<file path="config.mk">
export PLATFORM = sky130hd
export DESIGN_NAME = peak_picker
export DESIGN_NICKNAME = d
export VERILOG_FILES = /design/src/rtl/peak_picker.sv
export SDC_FILE = /design/constraint.sdc
export NUM_CORES = 1
export LEC_CHECK = 0
export BUFFER_PORTS_ARGS = -buffer_cell sky130_fd_sc_hd__clkbuf_2
export CELL_PAD_IN_SITES_DETAIL_PLACEMENT = 1
export CELL_PAD_IN_SITES_GLOBAL_PLACEMENT = 1
export CORE_UTILIZATION = 47
export CTS_CLUSTER_SIZE = 24
export DETAILED_ROUTE_END_ITERATION = 8
export PLACE_DENSITY_LB_ADDON = 0.1
export SLEW_MARGIN = 20
export SYNTH_ARGS = -nofsm -noshare
export SYNTH_HDL_FRONTEND = slang
export SYNTH_SLANG_ARGS = --single-unit
</file>
<file path="constraint.sdc">
create_clock -name clk -period 4.8 [get_ports clk]
set_input_delay 0.96 -clock clk [delete_from_list [all_inputs] [get_ports clk]]
set_output_delay 0.96 -clock clk [all_outputs]
set_load 0.01 [all_outputs]
</file>
<file path="src/rtl/peak_picker.sv">
// Per-band peak picker: collects one frame of magnitude samples, tracks the maximum
// of each band, then emits one (value, index, band, peak) result per band in order.
module peak_picker #(
  parameter  int DATA_W  = 16,
  parameter  int N_BINS  = 512,
  parameter  int N_BANDS = 16,
  localparam int IDX_W   = $clog2(N_BINS),
  localparam int BAND_W  = (N_BANDS > 1) ? $clog2(N_BANDS) : 1
) (
  input  logic              clk,
  input  logic              reset,
  input  logic              in_valid,
  output logic              in_ready,
  input  logic [DATA_W-1:0] in_data,
  input  logic              in_last,
  input  logic [DATA_W-1:0] thresh,
  output logic              out_valid,
  input  logic              out_ready,
  output logic [DATA_W-1:0] out_value,
  output logic [IDX_W-1:0]  out_index,
  output logic [BAND_W-1:0] out_band,
  output logic              out_peak,
  output logic              out_last,
  output logic              frame_err
);

  localparam int BAND_SZ = N_BINS / N_BANDS;
  localparam int OFF_W   = $clog2(BAND_SZ);
  localparam int WORD_W  = DATA_W + IDX_W + 1;

  localparam logic [IDX_W-1:0]  LAST_BIN  = IDX_W'(N_BINS - 1);
  localparam logic [BAND_W-1:0] LAST_BAND = BAND_W'(N_BANDS - 1);
  localparam logic [OFF_W-1:0]  LAST_OFF  = OFF_W'(BAND_SZ - 1);

  typedef enum logic {
    COLLECT = 1'b0,
    EMIT    = 1'b1
  } state_t;

  state_t state_reg, state_next;

  logic [IDX_W-1:0]  bin_reg;
  logic [BAND_W-1:0] band_reg;
  logic [DATA_W-1:0] thresh_reg;
  logic [DATA_W-1:0] cur_val_reg;
  logic [IDX_W-1:0]  cur_idx_reg;
  logic              frame_err_reg;

  logic [DATA_W-1:0] max_val;
  logic [IDX_W-1:0]  max_idx;
  logic [OFF_W-1:0]  bin_off;
  logic              in_fire, out_fire, frame_done, emit_done;

  // Band result store: {peak, index, value} per band, written once per band.
  logic [WORD_W-1:0] band_mem [N_BANDS];
  logic [WORD_W-1:0] rd_reg;
  logic [WORD_W-1:0] wr_word;
  logic [BAND_W-1:0] wr_addr, rd_addr;
  logic              wr_en, rd_en;

  assign in_ready   = (state_reg == COLLECT) && !reset;
  assign out_valid  = (state_reg == EMIT) && !reset;
  assign in_fire    = in_valid && in_ready;
  assign out_fire   = out_valid && out_ready;
  assign bin_off    = bin_reg[OFF_W-1:0];
  assign frame_done = in_fire && (bin_reg == LAST_BIN);
  assign emit_done  = out_fire && (band_reg == LAST_BAND);

  // Running band maximum including the sample currently transferring; strict
  // compare keeps the lowest index on ties.
  always_comb begin
    max_val = cur_val_reg;
    max_idx = cur_idx_reg;
    if ((bin_off == '0) || (in_data > cur_val_reg)) begin
      max_val = in_data;
      max_idx = bin_reg;
    end
  end

  // The last sample of a band commits the band result. thresh_reg is already
  // valid here because the bin-0 latch always precedes the first band's end.
  assign wr_en   = in_fire && (bin_off == LAST_OFF);
  assign wr_addr = BAND_W'(bin_reg >> OFF_W);
  assign wr_word = {(max_val >= thresh_reg), max_idx, max_val};

  // Prefetch band 0 on the final transfer, then the next band on each accepted result.
  assign rd_en   = frame_done || (out_fire && !emit_done);
  assign rd_addr = frame_done ? '0 : (band_reg + BAND_W'(1));

  always_ff @(posedge clk) begin
    if (wr_en) begin
      band_mem[wr_addr] <= wr_word;
    end
  end

  // Write-through covers a single-band frame, where band 0 is written and read together.
  always_ff @(posedge clk) begin
    if (reset) begin
      rd_reg <= '0;
    end else if (rd_en) begin
      rd_reg <= (wr_en && (wr_addr == rd_addr)) ? wr_word : band_mem[rd_addr];
    end
  end

  always_ff @(posedge clk) begin
    if (reset) begin
      state_reg     <= COLLECT;
      bin_reg       <= '0;
      band_reg      <= '0;
      thresh_reg    <= '0;
      cur_val_reg   <= '0;
      cur_idx_reg   <= '0;
      frame_err_reg <= 1'b0;
    end else begin
      state_reg     <= state_next;
      frame_err_reg <= in_fire && (in_last != (bin_reg == LAST_BIN));
      if (in_fire) begin
        bin_reg     <= bin_reg + IDX_W'(1);
        cur_val_reg <= max_val;
        cur_idx_reg <= max_idx;
        if (bin_reg == '0) begin
          thresh_reg <= thresh;
        end
      end
      if (frame_done) begin
        band_reg <= '0;
      end else if (out_fire) begin
        band_reg <= band_reg + BAND_W'(1);
      end
    end
  end

  always_comb begin
    state_next = state_reg;
    case (state_reg)
      COLLECT: if (frame_done) state_next = EMIT;
      EMIT:    if (emit_done)  state_next = COLLECT;
      default: state_next = COLLECT;
    endcase
  end

  assign out_value = rd_reg[DATA_W-1:0];
  assign out_index = rd_reg[DATA_W +: IDX_W];
  assign out_peak  = rd_reg[WORD_W-1];
  assign out_band  = band_reg;
  assign out_last  = out_valid && (band_reg == LAST_BAND);
  assign frame_err = frame_err_reg && !reset;

endmodule

</file>
=== Word-level counts from Yosys, hierarchy flattened ===
Memories as Yosys holds them, arrays and structs flattened. A register that Yosys moved wholly into a read port is not among the register bits.
Index checks and enable logic that the tools add are counted.

* Input bits: 37
* Memories kept: 1
* Output and inout bits: 34
* Memory bits (writable): 416
* Logic and storage cells: 44
* Flip-flop bits (word level): 56

* Magnitude comparators: 2
* Add/sub/neg operators: 2
* Muxes and demuxes: 8
* Bitwise logic cells: 1
* Reduce and logical (&&, ||, !) cells: 19
* Equal/unequal tests: 4

{| class="wikitable"
|+ Memory list
! name !! depth !! width !! read ports !! clocked after memory_dff !! write ports !! line !! source
|-
| band_mem || 16 || 26 || 1 || 1 || 1 || 55 || <nowiki>logic [WORD_W-1:0] band_mem [N_BANDS];</nowiki>
|}

{| class="wikitable"
|+ Operator list
! operator !! count
|-
| $ge 16x16->1 || 1
|-
| $gt 16x16->1 || 1
|-
| $mux 16 || 1
|-
| $logic_and 1x1->1 || 11
|-
| $add 9x1->9 const B || 1
|-
| $eq 9x9->1 const B || 1
|-
| $logic_not 9->1 || 1
|-
| $mux 9 || 1
|-
| $eq 5x5->1 const B || 1
|-
| $logic_not 5->1 || 1
|-
| $add 4x1->4 const B || 1
|-
| $eq 4x4->1 const B || 1
|-
| $mux 1 || 4
|-
| $mux 4 || 1
|-
| $logic_not 1->1 || 2
|-
| $logic_or 1x1->1 || 2
|-
| $pmux 1 s2 || 1
|-
| $reduce_and 2->1 || 1
|-
| $reduce_or 2->1 || 1
|-
| $ne 1x1->1 || 1
|-
| $not 1->1 || 1
|}

=== Logic depth before layout (Yosys ltp) ===
Gate-level depths: netlist of run 1.

* Word-level depth: 7
* Depth in mapped cells: 16
* Gate-level depth less buffers: 15

=== Least setup slack after synthesis of run 1 ===
OpenSTA, ideal clock, no wires.

* Path type: input-to-reg
* Start: in in_data[15]
* End: mem band_mem[0][25] in the netlist's numbering (data pin)
* Path slack: -297 ps
* Buffers on the path: 1
* Library setup time: 392 ps
* Data required time: 4408 ps
* Stages: 13
* Arrival: 4705 ps
* Path through: ha_1 nand4_1 nor2_1 or4_1 a211oi_2 o21bai_1 buf_2 mux2_1 ha_1 a21o_1 a21o_1 a2111oi_0 o41ai_1

* Cells in the longest elaborated chain, start to end: 4

{| class="wikitable"
|+ Ends and longest elaborated chain
! element !! line !! source
|-
| start: declaration || 14 || <nowiki>input logic [DATA_W-1:0] in_data,</nowiki>
|-
| $gt 16x16->1 || 74 || <nowiki>if ((bin_off == '0) || (in_data > cur_val_reg)) begin</nowiki>
|-
| $logic_or 1x1->1 || 74 ||
|-
| $mux 16 || 74 ||
|-
| named net max_val[1] || 49 || <nowiki>logic [DATA_W-1:0] max_val;</nowiki>
|-
| $ge 16x16->1 || 84 || <nowiki>assign wr_word = {(max_val >= thresh_reg), max_idx, max_val};</nowiki>
|-
| named net wr_word[25] || 57 || <nowiki>logic [WORD_W-1:0] wr_word;</nowiki>
|-
| end: declaration || 55 ||
|}

The timed path passes the listed nets, and every way through them passes these cells.

=== Worst setup path after layout of run 1 ===
* Start: in in_data[13]
* End: mem band_mem[14][25] in the netlist's numbering (data pin)

* Cells in the longest elaborated chain, start to end: 4

{| class="wikitable"
|+ Ends and longest elaborated chain
! element !! line
|-
| $gt 16x16->1 || 74
|-
| $logic_or 1x1->1 || 74
|-
| $mux 16 * || 74
|-
| $ge 16x16->1 * || 84
|-
| named net wr_word[25] || 57
|}

Mark *: on every way through the listed nets, which the timed path passes. The rest lies on a longest branch.

==> results of run 1 <==
-- cell usage in the layout, fill, tap and decap left out, types with 25 or more instances in the layout --
master / synthesis / final
a211oi_1: 25 / 25
a21oi_1: 50 / 50
a32o_1: 25 / 25
buf_4: 4 / 73
clkbuf_16: 0 / 55
clkbuf_2: 0 / 69
dfxtp_1: 82 / 81
edfxtp_1: 416 / 416
ha_1: 37 / 36
inv_1: 35 / 35
mux2_2: 72 / 72
mux2i_1: 106 / 106
nand2_1: 101 / 101
nand3_1: 32 / 32
nor2_1: 56 / 42
o21ai_0: 38 / 38
-- power groups by stage --
| stage | registers [mW] | logic (mW) | clock network (mW) |
|---|---|---|---|
| after floorplan | 4.84 | 0.200 | 0 |
| after global placement | 4.84 | 0.343 | 0 |
| after detailed placement | 4.84 | 0.360 | 0 |
| after CTS | 4.75 | 0.363 | 4.16 |
| after global routing | 4.75 | 0.403 | 4.31 |
| final | 4.75 | 0.363 | 4.10 |
-- cell type report --
class                   count  area [um^2]  share of cell area, %
well taps                 585          732                   3.09
clock buffers              67         1430                   6.05
flip-flops and latches    498        14100                   59.7
repair buffers            147          978                   4.13
inverters                  35          131                  0.555
multi-input cells         773         5960                   25.2
diodes                      1         2.50                 0.0106
clock inverters            31          299                   1.26
-- cell families (layout without fill, tap and decap cells) --
kind of cell | count (synthesis) | count (layout)
multiplexers | 204 | 204
flip-flops | 498 | 498
AO/OA/AOI/OAI | 255 | 255
other | 0 | 1
AND/OR/NAND/NOR | 265 | 265
XOR/XNOR | 12 | 12
buffers and inverters | 122 | 280
adder cells (fa/ha/maj) | 37 | 37
-- per-layer routing --
metal | vias up | routed length, um | track usage (%) | share of wire (%)
li1 | 5598 | - | - | -
met1 | 6537 | 24200 | 34.5 | 44
met2 | 297 | 27600 | 43.6 | 50
met3 | 77 | 2540 | 3.20 | 4.6
met4 | 0 | 1250 | 7.67 | 2.2
met5 | - | 0 | 0 | 0
-- worst max path at each step --
stage | end | slack (ns) | startpoint | depth (start not counted)
after global placement | band_mem[8][25] | -0.13 | in_data[14] | 12
final | band_mem[14][25] | 0.27 | in_data[13] | 15
after detailed placement | band_mem[9][25] | -0.28 | in_data[15] | 12
after floorplan | band_mem[0][25] | 0.04 | in_data[15] | 15
after CTS | band_mem[10][25] | 0.34 | in_data[15] | 12
after global routing | band_mem[5][25] | 0.009 | cur_val_reg[15] | 15
-- metrics by stage --
stage / util [%] / cell area, um^2 / setup WS, ns / TNS [ns]
6_report: 55.1 / 23700 / 0.271 / 0
5_1_grt: 55.1 / 23700 / 0.00874 / 0
3_5_place_dp: 51.0 / 21900 / -0.276 / -4.42
4_1_cts: 55.0 / 23700 / 0.345 / 0
2_1_floorplan: - / 20400 / 0.0435 / 0
3_3_place_gp: 51.0 / 21900 / -0.134 / -2.13
-- worst max-delay path, delay by kind of cell --
| kind | cells | cell delay, ns |
|---|---|---|
| AOI/OAI and AO/OA | 6 | 1.99 |
| muxes | 1 | 0.14 |
| and+or+nand+nor | 4 | 0.90 |
| adders and majority gates | 2 | 0.55 |
| buffers and inverters | 2 | 0.26 |
==> impl_results.md, run 1 <==
* Final Hold Fails at 0
* GRT overflow at 0
* Largest family of logic cells by synthesized area: multiplexers
* Layout area overhead at 15.9%
* First-pass GRT wire length at 83.0 mm
* Sw Ratio at 20.9%
* Core area at 0.0430 mm^2
* Peak supply drop at 0.264 mV
* Outcome: finished, final reports clean
* Synth Area in Compound Gates at 8.35%
* Residual DRC at 0
* Worst endpoint required time at 5.06 ns
* Max Cap Viol at 0
* #FFs+latches synth at 498
* Post-synthesis sequential area ratio at 69.2%
* Layout Cells excl Fill at 2137
* Vias in the first global route at 13200
* Worst-path cell chain: clkbuf_2 -> ha_1 -> nand4_1 -> nor2_1 -> or4_1 -> a211oi_2 -> o21bai_4 -> buf_4 -> mux2i_1 -> ha_1 -> nand2b_1 -> a21o_1 -> a21o_1 -> a2111oi_0 -> o41ai_4
* Distinct cells, synth at 61
* Fin Hold WS at 0.452 ns
* Count leader, synth: edfxtp_1
* R2r worst-path depth at 15
* IO buf count at 70
* Adder-Cell Fraction of Synth Area at 2.27%
* Synthesized Nets at 1467
* Clock slew at reported path FFs at 0.06 ns
* Layout cell share with drive strength beyond 1 at 21.6%
* Clock power share at 44.5%
* Placer congestion estimate at 0.816
* Period minus WS final at 4.53 ns
* Hold path endpoint: thresh_reg[2]
* Top cells by count, synth: edfxtp_1 (416), mux2i_1 (106), nand2_1 (101)
* Synth Cell Area at 0.0204 mm^2
* Fillers at 4160
* WHS Path Cells at 2
* Pwr Density at 389 mW/mm^2
* Crit. End Element: flop
* Synth Instances at 1393
* Syn avg cell area at 14.7 um^2
* Total CTS buffers at 53
* CP max FO at 16
* WP data arrival at 4.79 ns
* Vias per cell at 5.85
* Fmax at 221 MHz
* Initial antenna violation count at 0
* CTS tree: built
* Post-synthesis async set-or-reset flop share at 0%
* Die Height at 210 um
* Number of gates resized after cts at 0
* # H-tree levels at 2
* Worst Hold Class: flop to flop
* Max incr delay on CP at 0.84 ns
* Clock insertion delay at the later pin of the skew report at 0.60 ns
* Net switching power figure at 1.92 mW
* Startpoint types: input port
* Clk root buf: clkbuf_16
* Top cell type's share of synthesized area at 61.2%
* Multiplexer share of the synthesized area at 10.8%
* Post-synth EDFFs at 416
* Cell row count at 76
* Post-route ant nets at 0
* Main synth FF type: edfxtp_1
* Slew HR at 31.5%
* Post-Synth Simple-Gate Area at 6.32%
* Slowest cell on the critical path: a2111oi_0
* Final Skew at 0.0194 ns
* DR vias at 12500
* I/O Pins at 71
* Starting density of the core at 47.5%
* Post-DP HPWL at 31.7 mm
* Power, Total at 9.21 mW
* Final Slew Violations at 0
* CTS Buffer Depth at 3
* P_leak at 8.10 nW
* Hold_buf cts at 0
* Placed insts at 2038
* Setup violators final at 0
* Number of flip-flops in the largest register at 416
* FF-to-FF End: band_mem[14][25]
* DR iter-0 viols at 846
* Width of the die at 210 um
* Xor and xnor area share after synthesis at 0.588%
* Reg2Reg Setup Slack at 0.31 ns
* Die Area at 0.0443 mm^2
* Final cycle utilization of the critical path at 94.4%
* Synth area leaders: edfxtp_1 (61%), dfxtp_1 (8.0%), mux2i_1 (5.2%)
* Flop pwr share at 51.6%
* Setup Buffers After CTS at 0
* Cell taking the most area after synthesis: edfxtp_1
* TritonRoute pass-1 iters at 5
* Critical path class: input port to flop
* Combinational power share at 3.9%
* Fin nets at 1582
* Worst slew pin tran at 1.03 ns
* RSZ-0062 raised after global routing: false
* Crit Reg-Reg Startpoint: cur_val_reg[14]
* Yosys warns at 0
* Post-DR wirelength/cell at 26.0 um
* Total Routing Usage GR at 25.6%
* Int Pwr at 7.29 mW
* WL final at 55.6 mm
* Largest net degree at the start of global routing at 72
* Hold Crit Start: thresh_reg[2]
* TritonCTS Sinks at 498
Note: power is estimated with default switching activity, not from simulation.
==> inputs of run 2 (changes only) <==
--- a/config.mk
+++ b/config.mk
@@ -12,6 +12,7 @@
 export CTS_CLUSTER_SIZE = 24
 export DETAILED_ROUTE_END_ITERATION = 8
 export PLACE_DENSITY_LB_ADDON = 0.1
+export REMOVE_ABC_BUFFERS = 1
 export SLEW_MARGIN = 20
 export SYNTH_ARGS = -nofsm -noshare
 export SYNTH_HDL_FRONTEND = slang
==> impl_results.md, run 2 (same netlist as run 1, synthesis figures left out) <==
* Starting density of the core at 47.5% (unchanged)
* Int Pwr at 7.33 mW (+0.55%)
* CP max FO at 16 (unchanged)
* Most common cell after layout, fill and taps aside: edfxtp_1
* Vias per cell at 5.78 (-1.2%)
* Setup violators final at 0 (unchanged)
* Power, Total at 9.25 mW (+0.45%)
* Worst endpoint required time at 5.12 ns (+0.06 ns)
* Die Area at 0.0443 mm^2 (unchanged)
* Clk root buf: clkbuf_16
* Reg2Reg Setup Slack at 0.42 ns (+0.11 ns)
* Critical path class: input port to flop
* Storage element area at 0.0141 mm^2 (unchanged)
* Clock power share at 44.7% (+0.2 points)
* Final Hold Fails at 0 (unchanged)
* Placed insts at 2030 (-0.39%)
* Flop pwr share at 51.4% (-0.2 points)
* Net switching power figure at 1.93 mW (about the same)
* Area of the multi-input gates at 0.00594 mm^2 (-0.21%)
* Sw Ratio at 20.8% (-0.073 points)
* Clock insertion delay at the later pin of the skew report at 0.60 ns (about the same)
* CTS tree: built
* Final Skew at 0.0220 ns (+0.00260 ns)
* Pwr Density at 391 mW/mm^2 (+0.53%)
* Width of the die at 210 um (unchanged)
* Initial antenna violation count at 0 (unchanged)
* Final Slew Violations at 0 (unchanged)
* Worst slew pin tran at 1.09 ns (+0.0581 ns)
* Startpoint types: input port
* Outcome: finished, final reports clean
* Die Height at 210 um (unchanged)
* Worst Hold Class: flop to flop
* Core area at 0.0430 mm^2 (unchanged)
* GRT overflow at 0 (unchanged)
* Post-route ant nets at 0 (unchanged)
* Fillers at 4158 (-0.048%)
* Number of gates resized after cts at 0 (unchanged)
* I/O Pins at 71 (unchanged)
* Hold_buf cts at 0 (unchanged)
* WP data arrival at 4.72 ns (-0.07 ns)
* Total Routing Usage GR at 25.5% (-0.19 points)
* Setup Buffers After CTS at 0 (unchanged)
* DR vias at 12300 (-1.6%)
* RSZ-0062 raised after global routing: false
* Placer congestion estimate at 0.797 (-2.3%)
* Combinational power share at 3.9% (about the same)
* Number of flip-flops in the largest register at 416 (unchanged)
* Crit. End Element: flop
* Peak supply drop at 0.225 mV (-15%)
* # H-tree levels at 2 (unchanged)
* TritonRoute pass-1 iters at 6 (+1)
* IO buf count at 70 (unchanged)
* Max Cap Viol at 0 (unchanged)
* DR iter-0 viols at 862 (+1.9%)
* Largest net degree at the start of global routing at 109 (+51%)
* Fmax at 227 MHz (+3.0%)
* Fin nets at 1575 (-0.44%)
* Slew HR at 27.4% (-4.0 points)
* Final cycle utilization of the critical path at 91.6% (-2.8 points)
* First-pass GRT wire length at 82.1 mm (-1.1%)
* Residual DRC at 0 (unchanged)
* Total CTS buffers at 53 (unchanged)
* Clock slew at reported path FFs at 0.06 ns (about the same)
* CTS Buffer Depth at 3 (unchanged)
* TritonCTS Sinks at 498 (unchanged)
* Fin Hold WS at 0.453 ns (+0.000897 ns)
* Layout area overhead at 15.8% (about the same)
* Vias in the first global route at 12800 (-2.8%)
* Cell row count at 76 (unchanged)
* Layout Cells excl Fill at 2129 (-0.37%)
* Layout cell share with drive strength beyond 1 at 21.7% (+0.11 points)
* WL final at 54.8 mm (-1.6%)
* Most frequent cells in the layout: edfxtp_1 (416), mux2i_1 (106), nand2_1 (101), dfxtp_1 (81), mux2_2 (72)
* Post-DR wirelength/cell at 25.7 um (-1.2%)
* P_leak at 8.06 nW (-0.47%)
* Post-DP HPWL at 31.3 mm (-1.3%)
* Period minus WS final at 4.40 ns (-0.133 ns)
* Setup Total Neg Slack at 0 ns (unchanged)
==> run 2: path summary, 6_finish.rpt <==
path	from	end	depth (start not counted)
min reg2reg	thresh_reg[5]	thresh_reg[5]	2
max	in_data[11]	band_mem[10][25]	15
max reg2reg	cur_val_reg[14]	band_mem[10][25]	15
min	thresh_reg[5]	thresh_reg[5]	2
==> run 2: final cells by class <==
| type | instances | share of cell area (%) |
|---|---|---|
| Tap cell | 585 | 3.10 |
| Inverter | 35 | 0.556 |
| Clock inverter | 31 | 1.44 |
| Multi-Input combinational cell | 773 | 25.1 |
| Timing Repair Buffer | 140 | 4.00 |
| Antenna cell | 1 | 0.0106 |
| Sequential cell | 498 | 59.8 |
| Clock buffer | 66 | 5.98 |
==> run 2: metal layers <==
layer	vias up	share of wire (%)	track usage, %
met1	6367	44	34.7
li1	5594	-	-
met4	0	2.2	7.35
met2	284	49	43.0
met5	-	0	0
met3	66	4.5	3.07
==> run 2: per-stage QoR <==
step | util, % | instance area, um^2 | worst slack, ns
after floorplan | - | 20000 | -1.48
final | 55.0 | 23600 | 0.403
after detailed placement | 50.9 | 21900 | -0.202
after global placement | 50.9 | 21900 | -0.0579
after CTS | 55.0 | 23600 | 0.413
after global routing | 55.0 | 23600 | 0.0752
==> run 2: power groups by stage <==
stage	combinational, mW	clock [mW]	sequential (mW)
2_1_floorplan	0.184	0	4.84
3_3_place_gp	0.347	0	4.84
3_5_place_dp	0.364	0	4.84
4_1_cts	0.366	4.20	4.75
5_1_grt	0.404	4.36	4.75
6_report	0.363	4.14	4.75
==> run 2: worst max-delay path, stage by stage <==
cell,delay [ns]
clkbuf_2,0.09
ha_1,0.30
a21oi_1,0.18
nor2_1,0.06
or4_1,0.53
a211oi_2,0.33
o21bai_4,0.14
buf_4,0.19
mux2_1,0.36
ha_1,0.32
a21o_1,0.16
a21o_1,0.16
a2111oi_0,0.52
o41ai_2,0.17
buf_4,0.23
==> inputs of run 3 (changes only) <==
--- a/config.mk
+++ b/config.mk
@@ -8,7 +8,7 @@
 export BUFFER_PORTS_ARGS = -buffer_cell sky130_fd_sc_hd__clkbuf_2
 export CELL_PAD_IN_SITES_DETAIL_PLACEMENT = 1
 export CELL_PAD_IN_SITES_GLOBAL_PLACEMENT = 1
-export CORE_UTILIZATION = 47
+export CORE_UTILIZATION = 51
 export CTS_CLUSTER_SIZE = 24
 export DETAILED_ROUTE_END_ITERATION = 8
 export PLACE_DENSITY_LB_ADDON = 0.1
==> constraint.sdc (replaced) <==
create_clock -name clk -period 5.1 [get_ports clk]
set_input_delay 1.02 -clock clk [delete_from_list [all_inputs] [get_ports clk]]
set_output_delay 1.02 -clock clk [all_outputs]
set_load 0.01 [all_outputs]
==> impl_results.md, run 3 (same netlist as run 1, synthesis figures left out) <==
* Outcome: finished, final reports clean
* Final Slew Violations at 0 (unchanged)
* Total Routing Usage GR at 28.4% (+2.9 points)
* Final Hold Fails at 0 (unchanged)
* Number of gates resized after cts at 0 (unchanged)
* Most common cell after layout, fill and taps aside: edfxtp_1
* Width of the die at 202 um (-4.0%)
* Max incr delay on CP at 0.69 ns (+0.16 ns)
* Post-DR wirelength/cell at 27.7 um (+7.8%)
* Hold_buf cts at 0 (unchanged)
* Final Skew at 0.0159 ns (-0.00616 ns)
* Critical path class: input port to flop
* Setup Buffers After CTS at 0 (unchanged)
* Fin nets at 1570 (-0.32%)
* Worst endpoint required time at 5.34 ns (+0.22 ns)
* Peak supply drop at 0.264 mV (+17%)
* Most frequent cells in the layout: edfxtp_1 (416), mux2i_1 (106), nand2_1 (101), dfxtp_1 (81), mux2_2 (72)
* Design Area, Final at 0.0235 mm^2 (-0.72%)
* First-pass GRT wire length at 84.6 mm (+3.1%)
* DR vias at 12600 (+2.3%)
* Residual DRC at 0 (unchanged)
* TritonRoute pass-1 iters at 5 (-1)
* Fin Hold WS at 0.453 ns (-0.000183 ns)
* WL final at 57.1 mm (+4.3%)
* Met1 Wirelength at 23.5 mm (-3.0%)
* Pwr Density at 365 mW/mm^2 (-6.6%)
* CP bufs+invs at 3 (unchanged)
* Vias in the first global route at 13600 (+6.1%)
* Post-route ant nets at 0 (unchanged)
* Post-Place Setup Slack at -0.349 ns (-0.147 ns)
* WP data arrival at 5.06 ns (+0.34 ns)
* Placed inst area at 0.0218 mm^2 (-0.50%)
* Uppermost routed layer: met4
* DR iter-0 viols at 841 (-2.4%)
* Crit. End Element: flop
* Met2 Wirelength at 28.7 mm (+6.6%)
* WL met3 at 3.12 mm (+28%)
* Final cycle utilization of the critical path at 94.7%
* Cell row count at 72 (-5.3%)
* CP delay by family, top: compound AO/OA/AOI/OAI gates
* Die Area at 0.0409 mm^2 (-7.8%)
* Fin util at 60.0% (+5.0 points)
* Starting density of the core at 52.2% (+4.7 points)
* CP max FO at 16 (unchanged)
* Vias per cell at 6.12 (+5.8%)
* CTS tree: built
* Core area at 0.0391 mm^2 (-9.0%)
* CTS Buffer Depth at 3 (unchanged)
* # H-tree levels at 2 (unchanged)
* Setup violators final at 0 (unchanged)
* Post-DP HPWL at 33.2 mm (+6.1%)
* PnR worst setup slack at 0.272 ns (-0.131 ns)
* Clock insertion delay at the later pin of the skew report at 0.60 ns (about the same)
* RSZ-0062 raised after global routing: false
* Clock slew at reported path FFs at 0.05 ns (about the same)
* Fmax at 207 MHz
* Worst slew pin tran at 1.14 ns (+0.0554 ns)
* Placer congestion estimate at 0.798 (about the same)
* GRT overflow at 0 (unchanged)
* Number of flip-flops in the largest register at 416 (unchanged)
* Die Height at 202 um (-4.0%)
* Layout area overhead at 15.0%
* Period minus WS final at 4.83 ns
* Clk root buf: clkbuf_16
* Largest net degree at the start of global routing at 66 (-39%)
* Worst Hold Class: flop to flop
* Worst-path cell chain: clkbuf_2 -> ha_1 -> nand4_1 -> nor4_1 -> a21boi_1 -> a211oi_2 -> o21bai_4 -> buf_4 -> mux2_1 -> ha_1 -> nand4_1 -> buf_4 -> nor3_1 -> a2111oi_0 -> o41ai_4
* Max Cap Viol at 0 (unchanged)
* TritonCTS Sinks at 498 (unchanged)
* P_leak at 8.02 nW (-0.42%)
* Slew HR at 23.7% (-3.7 points)
* Slowest cell on the critical path: a2111oi_0
* Total CTS buffers at 53 (unchanged)
* # diodes at 0 (-1)
* Placed insts at 1958 (-3.5%)
* Layout cell share with drive strength beyond 1 at 21.0% (-0.75 points)
* Layout Cells excl Fill at 2059 (-3.3%)
* I/O Pins at 71 (unchanged)
* IO buf count at 70 (unchanged)
* Startpoint types: input port
* Initial antenna violation count at 1 (+1)
## run 3: power breakdown
group	switching [mW]	internal [mW]
Sequential	0.0171	4.46
Clock	1.57	2.20
Combinational	0.224	0.116
## run 3: worst paths after layout
check,from,endpoint,slack (ns),cells past startpoint
min reg2reg,thresh_reg[14],thresh_reg[14],0.45,2
min,thresh_reg[14],thresh_reg[14],0.45,2
max,in_data[15],band_mem[10][25],0.27,15
max reg2reg,cur_val_reg[14],band_mem[10][25],0.40,15
## run 3: final cells by class
type / instances / area, um^2
Clock buffer: 76 / 1510
Clock inverter: 24 / 193
Fill cell: 3722 / 15600
Inverter: 35 / 131
Multi-Input combinational cell: 773 / 5950
Sequential cell: 498 / 14100
Tap cell: 518 / 648
Timing Repair Buffer: 135 / 908
## run 3: tightest hold or removal path, stage by stage (launching register included)
cell,delay (ns)
dfxtp_1,0.31
nand2_1,0.05
a21oi_1,0.05
## run 3: routing by layer
layer	GRT usage, %	vias to the layer above
li1	-	5571
met1	36.6	6546
met2	49.2	372
met3	3.81	107
met4	10.1	0
met5	0	-
## run 3: through the flow
stage               TNS [ns]  total power [mW]
finish                     0              8.58
global route               0              8.80
CTS                        0              8.63
detailed placement     -5.59              4.90
global placement       -1.21              4.87
floorplan             -39.20              4.73
